**config.mk**
```make
export PLATFORM = sky130hd
export DESIGN_NAME = if_stage
export DESIGN_NICKNAME = d
export VERILOG_FILES = /design/src/rtl/cpu_pkg.sv /design/src/rtl/if_stage_pc_reg.sv /design/src/rtl/if_stage.sv
export SDC_FILE = /design/constraint.sdc
export NUM_CORES = 1
export LEC_CHECK = 0
export CAP_MARGIN = 30
export CORE_MARGIN = 2
export CORE_UTILIZATION = 40
export CTS_CLUSTER_DIAMETER = 150
export CTS_CLUSTER_SIZE = 10
export DETAILED_ROUTE_END_ITERATION = 16
export MAX_ROUTING_LAYER = met4
export PLACE_DENSITY_LB_ADDON = 0.2
export SLEW_MARGIN = 15
export SYNTH_ARGS = -nofsm -noshare
export SYNTH_HDL_FRONTEND = slang
export SYNTH_SLANG_ARGS = --single-unit
```
**constraint.sdc**
```tcl
create_clock -name clk -period 8.2 [get_ports clk]
set_clock_uncertainty 0.05 [all_clocks]
set_input_delay 1.64 -clock clk [delete_from_list [all_inputs] [get_ports clk]]
set_output_delay 1.64 -clock clk [all_outputs]
set_load 0.05 [all_outputs]
```
**src/rtl/cpu_pkg.sv**
```systemverilog
// Shared CPU definitions used across the pipeline stages.
//   NOP_INSTR          : encoding that a flushed pipeline slot carries
//   RESET_PC_DEFAULT   : default fetch address out of reset
//   INSTR_BYTES        : size of one instruction, i.e. the PC stride
//   if_id_t            : IF/ID pipeline register contents, consumed by ID
package cpu_pkg;

  localparam logic [31:0] NOP_INSTR        = 32'h0000_0000;
  localparam logic [31:0] RESET_PC_DEFAULT = 32'h0000_3000;
  localparam int unsigned INSTR_BYTES      = 4;

  typedef struct packed {
    logic [31:0] instr;
    logic [31:0] pc;
    logic [31:0] pc4;
    logic        valid;
  } if_id_t;

endpackage

```
**src/rtl/if_stage_pc_reg.sv**
```systemverilog
// Program counter with next-PC selection.
//   clk, rst  : clock, asynchronous active-high reset
//   stall     : hold the PC
//   redirect  : load target (word-aligned); takes priority over stall
//   target    : redirect destination
//   pc        : current fetch address
//   pc4       : pc + one instruction, modulo 2^ADDR_W
module pc_reg
  import cpu_pkg::*;
#(
  parameter int unsigned       ADDR_W   = 32,
  parameter logic [ADDR_W-1:0] RESET_PC = ADDR_W'(RESET_PC_DEFAULT)
) (
  input  logic              clk,
  input  logic              rst,
  input  logic              stall,
  input  logic              redirect,
  input  logic [ADDR_W-1:0] target,
  output logic [ADDR_W-1:0] pc,
  output logic [ADDR_W-1:0] pc4
);

  localparam logic [ADDR_W-1:0] ALIGN_MASK = ~ADDR_W'(INSTR_BYTES - 1);

  logic [ADDR_W-1:0] pc_next;

  assign pc4 = pc + ADDR_W'(INSTR_BYTES);

  always_comb begin
    pc_next = pc;
    if (redirect) begin
      pc_next = target & ALIGN_MASK;
    end else if (!stall) begin
      pc_next = pc4;
    end
  end

  always_ff @(posedge clk or posedge rst) begin
    if (rst) begin
      pc <= RESET_PC & ALIGN_MASK;
    end else begin
      pc <= pc_next;
    end
  end

endmodule

```
**src/rtl/if_stage.sv**
```systemverilog
// Instruction-fetch stage: owns the PC, addresses instruction memory and
// registers the fetched word into IF/ID. Priority per edge is
// redirect > stall > advance. Also counts fetched instructions and bubbles.
//   clk, rst        : clock, asynchronous active-high reset
//   stall_i         : hold PC and IF/ID
//   redirect_i      : load redirect_pc_i, flush IF/ID to a bubble
//   redirect_pc_i   : redirect target (low bits ignored)
//   imem_addr_o     : instruction memory address (= PC)
//   imem_rdata_i    : instruction at imem_addr_o, same cycle
//   id_instr_o/id_pc_o/id_pc4_o/id_valid_o : IF/ID register
//   fetch_cnt_o     : valid instructions loaded into IF/ID
//   bubble_cnt_o    : flush bubbles inserted
module if_stage
  import cpu_pkg::*;
#(
  parameter int unsigned       ADDR_W   = 32,
  parameter int unsigned       INSTR_W  = 32,
  parameter logic [ADDR_W-1:0] RESET_PC = ADDR_W'(RESET_PC_DEFAULT),
  parameter int unsigned       CNT_W    = 32
) (
  input  logic               clk,
  input  logic               rst,
  input  logic               stall_i,
  input  logic               redirect_i,
  input  logic [ADDR_W-1:0]  redirect_pc_i,
  output logic [ADDR_W-1:0]  imem_addr_o,
  input  logic [INSTR_W-1:0] imem_rdata_i,
  output logic [INSTR_W-1:0] id_instr_o,
  output logic [ADDR_W-1:0]  id_pc_o,
  output logic [ADDR_W-1:0]  id_pc4_o,
  output logic               id_valid_o,
  output logic [CNT_W-1:0]   fetch_cnt_o,
  output logic [CNT_W-1:0]   bubble_cnt_o
);

  logic [ADDR_W-1:0] pc;
  logic [ADDR_W-1:0] pc4;

  pc_reg #(
    .ADDR_W   (ADDR_W),
    .RESET_PC (RESET_PC)
  ) u_pc_reg (
    .clk      (clk),
    .rst      (rst),
    .stall    (stall_i),
    .redirect (redirect_i),
    .target   (redirect_pc_i),
    .pc       (pc),
    .pc4      (pc4)
  );

  assign imem_addr_o = pc;

  // imem_rdata_i is only looked at on the advance branch, so garbage on it
  // during a stall or redirect never reaches IF/ID.
  always_ff @(posedge clk or posedge rst) begin
    if (rst) begin
      id_instr_o   <= INSTR_W'(NOP_INSTR);
      id_pc_o      <= '0;
      id_pc4_o     <= '0;
      id_valid_o   <= 1'b0;
      fetch_cnt_o  <= '0;
      bubble_cnt_o <= '0;
    end else if (redirect_i) begin
      id_instr_o   <= INSTR_W'(NOP_INSTR);
      id_pc_o      <= '0;
      id_pc4_o     <= '0;
      id_valid_o   <= 1'b0;
      bubble_cnt_o <= bubble_cnt_o + CNT_W'(1);
    end else if (!stall_i) begin
      id_instr_o   <= imem_rdata_i;
      id_pc_o      <= pc;
      id_pc4_o     <= pc4;
      id_valid_o   <= 1'b1;
      fetch_cnt_o  <= fetch_cnt_o + CNT_W'(1);
    end
  end

endmodule

```
Word-level counts from Yosys, hierarchy flattened
Cells that the tools add are included.
Word-level totals
  word-level logic and storage cells: 23
  output and inout bits: 193
  register bits after elaboration: 193
Cells by class
  eq/ne operators: 1
  muxes and demuxes: 9
  bitwise logic cells: 2
  reductions and logical operators: 1
  add/sub/neg operators: 3
Operator list (number)
  2-to-1 mux 32 bit: 7
  adder 32 x 1 -> 32 bit, second input constant: 2
  adder 32 x 3 -> 32 bit, second input constant: 1
  2-to-1 mux 1 bit: 2
  != test 2 x 1 -> 1 bit, second input constant: 1
  inverter 1 bit: 2
  AND reduction 2 bit: 1

Depth between registers and ports, before layout
  depth in word-level cells: 3
  mapped depth: 6

By module
Synthesis repeated with hierarchy kept, for this count alone.
Unflattened totals
  cells, all modules: 854
  area, all modules: 9146.3 µm²
By module, submodules not included
  if_stage: area an instance 6794.0 µm², times used 1, cells each 566
  pc_reg: area an instance 2352.3 µm², times used 1, cells each 288

Worst setup path after synthesis
OpenSTA, ideal clock, no wires.
  kind: input port to flip-flop
  start point: input port stall_i
  end point: register id_pc4_o[23]
  data arrival time: 3.093 ns
  data required time: 8.081 ns
  setup time: 0.069 ns
  stages on the path: 6
  path slack: 4.987 ns
  cell sequence: clkbuf_1 nand3b_1 or4_1 clkbuf_1 or4_1 nand3_1
On the way
  longest elaborated chain between the ends: 1
RTL lines
  start: declaration: RTL line if_stage.sv:23  | input logic stall_i,
  != test 2 x 1 -> 1 bit (no source line)
  end signal: assignment: RTL line if_stage.sv:73  | id_pc4_o <= pc4;
  end: declaration: RTL line if_stage.sv:30  | output logic [ADDR_W-1:0] id_pc4_o,
No other way between the ends.
A chain may end at the register's enable or synchronous reset.

Final worst setup path
  start point: register u_pc_reg.pc[10]
  end point: output port imem_addr_o[10]
RTL lines
  start: declaration: RTL line if_stage_pc_reg.sv:19  | output logic [ADDR_W-1:0] pc,
  start signal: assignment: RTL line if_stage_pc_reg.sv:40  | pc <= RESET_PC & ALIGN_MASK;
  start signal: assignment: RTL line if_stage_pc_reg.sv:42  | pc <= pc_next;
  end: declaration: RTL line if_stage.sv:26  | output logic [ADDR_W-1:0] imem_addr_o,
No word-level cell between the ends.

==> flow_metrics.py <==
metrics = {
    "power": {
        "p_clk_share_pct": 32.3,
        "power_frac_comb_pct": 25.3,
        "p_switching_mw": 0.956,
        "swShare_pct": 36.6,
        "internal-power_mw": 1.65,
        "p_leak_nw": 5.16,
        "power_per_cell_area_nw_per_um2": 212,
        "ir_drop_uv": 131,
        "finalPower_mw": 2.61,
        "sequentialPowerShare_pct": 42.4,
    },
    "worst_setup_path": {
        "r2r_slack_ps": 5550,
        "cpPeakStageDelay_ps": 920,
        "path_cells": "clkdlybuf4s50_1",
        "endpoint_kind": "output port",
        "r2r_end": "u_pc_reg.pc[31]$_DFFE_PP0N_",
        "path_class": "reg -> out",
        "cp.arrival_ps": 2090,
        "reg2reg_from": "u_pc_reg.pc[4]$_DFFE_PP0N_",
        "start_kind": "register",
        "rr_worst_depth": 4,
        "critPathMaxFanout": 10,
        "crit_slowest_cell": "clkdlybuf4s50_1",
        "timing.critical_path.buf_inv": 1,
        "crit_required_ps": 6510,
        "cpLargestDelayFamily": "buffers and inverters",
    },
    "sta": {
        "max_slew_margin_pct": 41.1,
        "layout_min_cycle_time_ps": 3780,
        "fin_crit_sh_pct": 46.1,
        "rsz0062_at_grt": "false",
        "fmax_ghz": 0.265,
        "tns_ps": 0,
        "final_max_slew_viol_count": 0,
        "setup_viol": 0,
        "timing_hold_violations_final": 0,
        "worst_slew_pin_slew_ps": 875,
    },
    "cts": {
        "cts_hold_buf": 0,
        "cts_root_buf": "clkbuf_16",
        "cts_tree": "done",
        "postCtsSetupBuffers": 0,
        "cts.sinks": 188,
        "ctsResizeCount": 0,
        "clk-insertion-delay-late_ps": 440,
        "cts_max_path_buffers": 2,
        "path_clk_slew_ps": 80,
        "ctsHtreeMaxLevel": 4,
        "cts_made_buffers": 17,
    },
    "cells_and_area": {
        "multi_input_area_um2": 3940,
        "fill_cells": 2023,
        "nets": 1166,
        "final_cell_area_um2": 12300,
        "drive_gt1_share_pct": 5.87,
        "reg_top3": "bubble_cnt_o (32), fetch_cnt_o (32), id_instr_o (32)",
        "syn_to_final_growth_pct": 35.6,
        "register_area_um2": 4710,
    },
    "synthesis": {
        "synth_cell_types": 55,
        "ys_top_cells_by_area": "dfrtp_1 (51%), mux2i_1 (6.3%), xnor2_1 (5.9%)",
        "yosys.area.top_type": "dfrtp_1",
        "seq_area_frac_synth_pct": 51.8,
        "syn_area_per_cell_um2": 10.4,
        "yosys_warnings": 0,
        "synth_commonest_cells": "dfrtp_1 (186), nor2_1 (110), nand2_1 (63), xnor2_1 (61), mux2i_1 (57)",
        "syn_area_um2": 9080,
        "netlist_instances": 877,
        "synth.most_common_cell": "dfrtp_1",
        "synth_ff_type": "dfrtp_1",
        "synthArstFlopShare_pct": 100,
        "synth_edf_count": 0,
        "ys_seq_elements": 188,
        "yosysTopAreaCellShare_pct": 51.2,
    },
    "floorplan": {
        "rows": 55,
        "dieArea_um2": 23900,
        "die_w_um": 155,
        "die_h_um": 155,
        "floorplan.initialDensity_pct": 40.5,
        "ios": 261,
        "core_area_um2": 22400,
    },
    "grt": {
        "grt_overflow_total": 0,
        "track_usage_pct": 21.4,
        "grt_pass1_vias": 7025,
        "antenna_found_initial": 1,
        "grt_start_max_net_pins": 127,
        "grt_pass1_wl_mm": 39.5,
    },
    "hold_path": {
        "min_path_cells": 1,
        "min_to": "bubble_cnt_o[31]$_DFFE_PP0P_",
        "worstHoldStart": "bubble_cnt_o[31]$_DFFE_PP0P_",
        "hold_class": "reg -> reg",
    },
    "routing": {
        "ant_nets": 0,
        "drc": 0,
        "routed_wl_mm": 24.6,
        "drt-vias-per-instance": 5.26,
        "vias": 7339,
        "drt-pass1-iter-count": 5,
        "wire_per_inst_um": 17.6,
        "drtIter0Drc": 442,
    },
    "placed_design": {
        "place_hpwl_mm": 16.6,
        "place_area_um2": 11700,
        "io_buffers": 256,
        "gp_congestion": 0.787,
    },
    "status": {
        "status": "complete, no violations",
    },
    "job": {
        "cap_violations": 0,
    },
}
-- metrics by stage --
step | utilization (%) | hold WS [ps] | instances | setup WS, ps
finish | 54.9 | 419 | 1394 | 4420
global route | 54.9 | 440 | 1394 | 4350
CTS | 54.7 | 428 | 1390 | 4380
detailed placement | 52.1 | 417 | 1358 | 4100
global placement | 52.0 | 410 | 1357 | 4030
floorplan | - | 704 | 878 | 1400
-- final cells by class --
| class | count | share of cell area [%] |
|---|---|---|
| antenna | 1 | 0.0203 |
| timing repair buffer | 264 | 21.5 |
| clock inverter | 14 | 1.22 |
| inverter | 16 | 0.548 |
| clock buffer | 18 | 3.56 |
| sequential | 188 | 38.2 |
| multi-input combinational | 608 | 32.0 |
| tap | 285 | 2.89 |
-- per-layer routing --
layer | track usage [%] | part of all wire, % | routed length [µm] | vias to the layer above
met1 | 29.5 | 48 | 11700 | 3574
met5 | - | 0 | 0 | -
met4 | 5.11 | 1.0 | 252 | 0
met3 | 5.27 | 5.1 | 1270 | 19
met2 | 32.0 | 46 | 11300 | 202
li1 | - | - | - | 3544
-- placed cells by master (no fill, tap or decap), types with 3 or more instances in the layout --
master	netlist	layout
clkdlybuf4s50_1	0	254
dfrtp_1	186	186
nor2_1	110	110
nand2_1	63	63
xnor2_1	61	61
mux2i_1	57	57
nand3_1	36	36
nand4_1	33	33
o21ai_0	31	31
nor3_1	24	24
xor2_1	24	24
clkbuf_16	0	17
or3_1	16	16
or4_1	16	16
inv_1	15	14
a21oi_1	14	14
and3_1	13	13
nor4_1	12	12
a31oi_1	12	12
a311oi_1	11	11
and4_1	10	10
a211oi_1	7	7
o31ai_1	7	7
buf_4	11	6
nor4_2	5	5
nor2b_1	5	5
inv_8	0	5
inv_6	0	5
o211ai_1	4	4
or2_2	3	3
nand4_4	3	3
ha_1	3	3
clkinv_8	0	3
-- power groups by stage --
stage | Clock, mW | Combinational (mW) | Sequential (mW)
finish | 0.843 | 0.661 | 1.11
global route | 0.899 | 0.700 | 1.12
CTS | 0.860 | 0.664 | 1.11
detailed placement | 0 | 0.662 | 1.12
global placement | 0 | 0.658 | 1.12
floorplan | 0 | 0.198 | 1.35
-- worst max-delay path by stage --
stage,start,endpoint,slack [ps],cells after the start
after floorplan,rst,bubble_cnt_o[0]$_DFFE_PP0P_,1400,1
after global placement,stall_i,fetch_cnt_o[30]$_DFFE_PP0P_,4030,6
after detailed placement,stall_i,fetch_cnt_o[28]$_DFFE_PP0P_,4100,7
after CTS,u_pc_reg.pc[10]$_DFFE_PP0N_,imem_addr_o[10],4380,1
after global routing,u_pc_reg.pc[10]$_DFFE_PP0N_,imem_addr_o[10],4350,1
final,u_pc_reg.pc[10]$_DFFE_PP0N_,imem_addr_o[10],4420,1
-- logic make-up (layout without fill, tap and decap cells) --
family | after synthesis | after routing | synth area share [%]
AO/OA/AOI/OAI | 98 | 98 | 7.02
XOR/XNOR | 85 | 85 | 8.19
adder cells (fa/ha/maj) | 3 | 3 | 0.413
buffers and inverters | 82 | 312 | 4.83
flip-flops | 188 | 188 | 51.8
multiplexers | 59 | 59 | 6.53
other | 1 | 3 | 0.0413
AND/OR/NAND/NOR | 361 | 361 | 21.2
No activity file was read; power rests on OpenSTA's default activity.
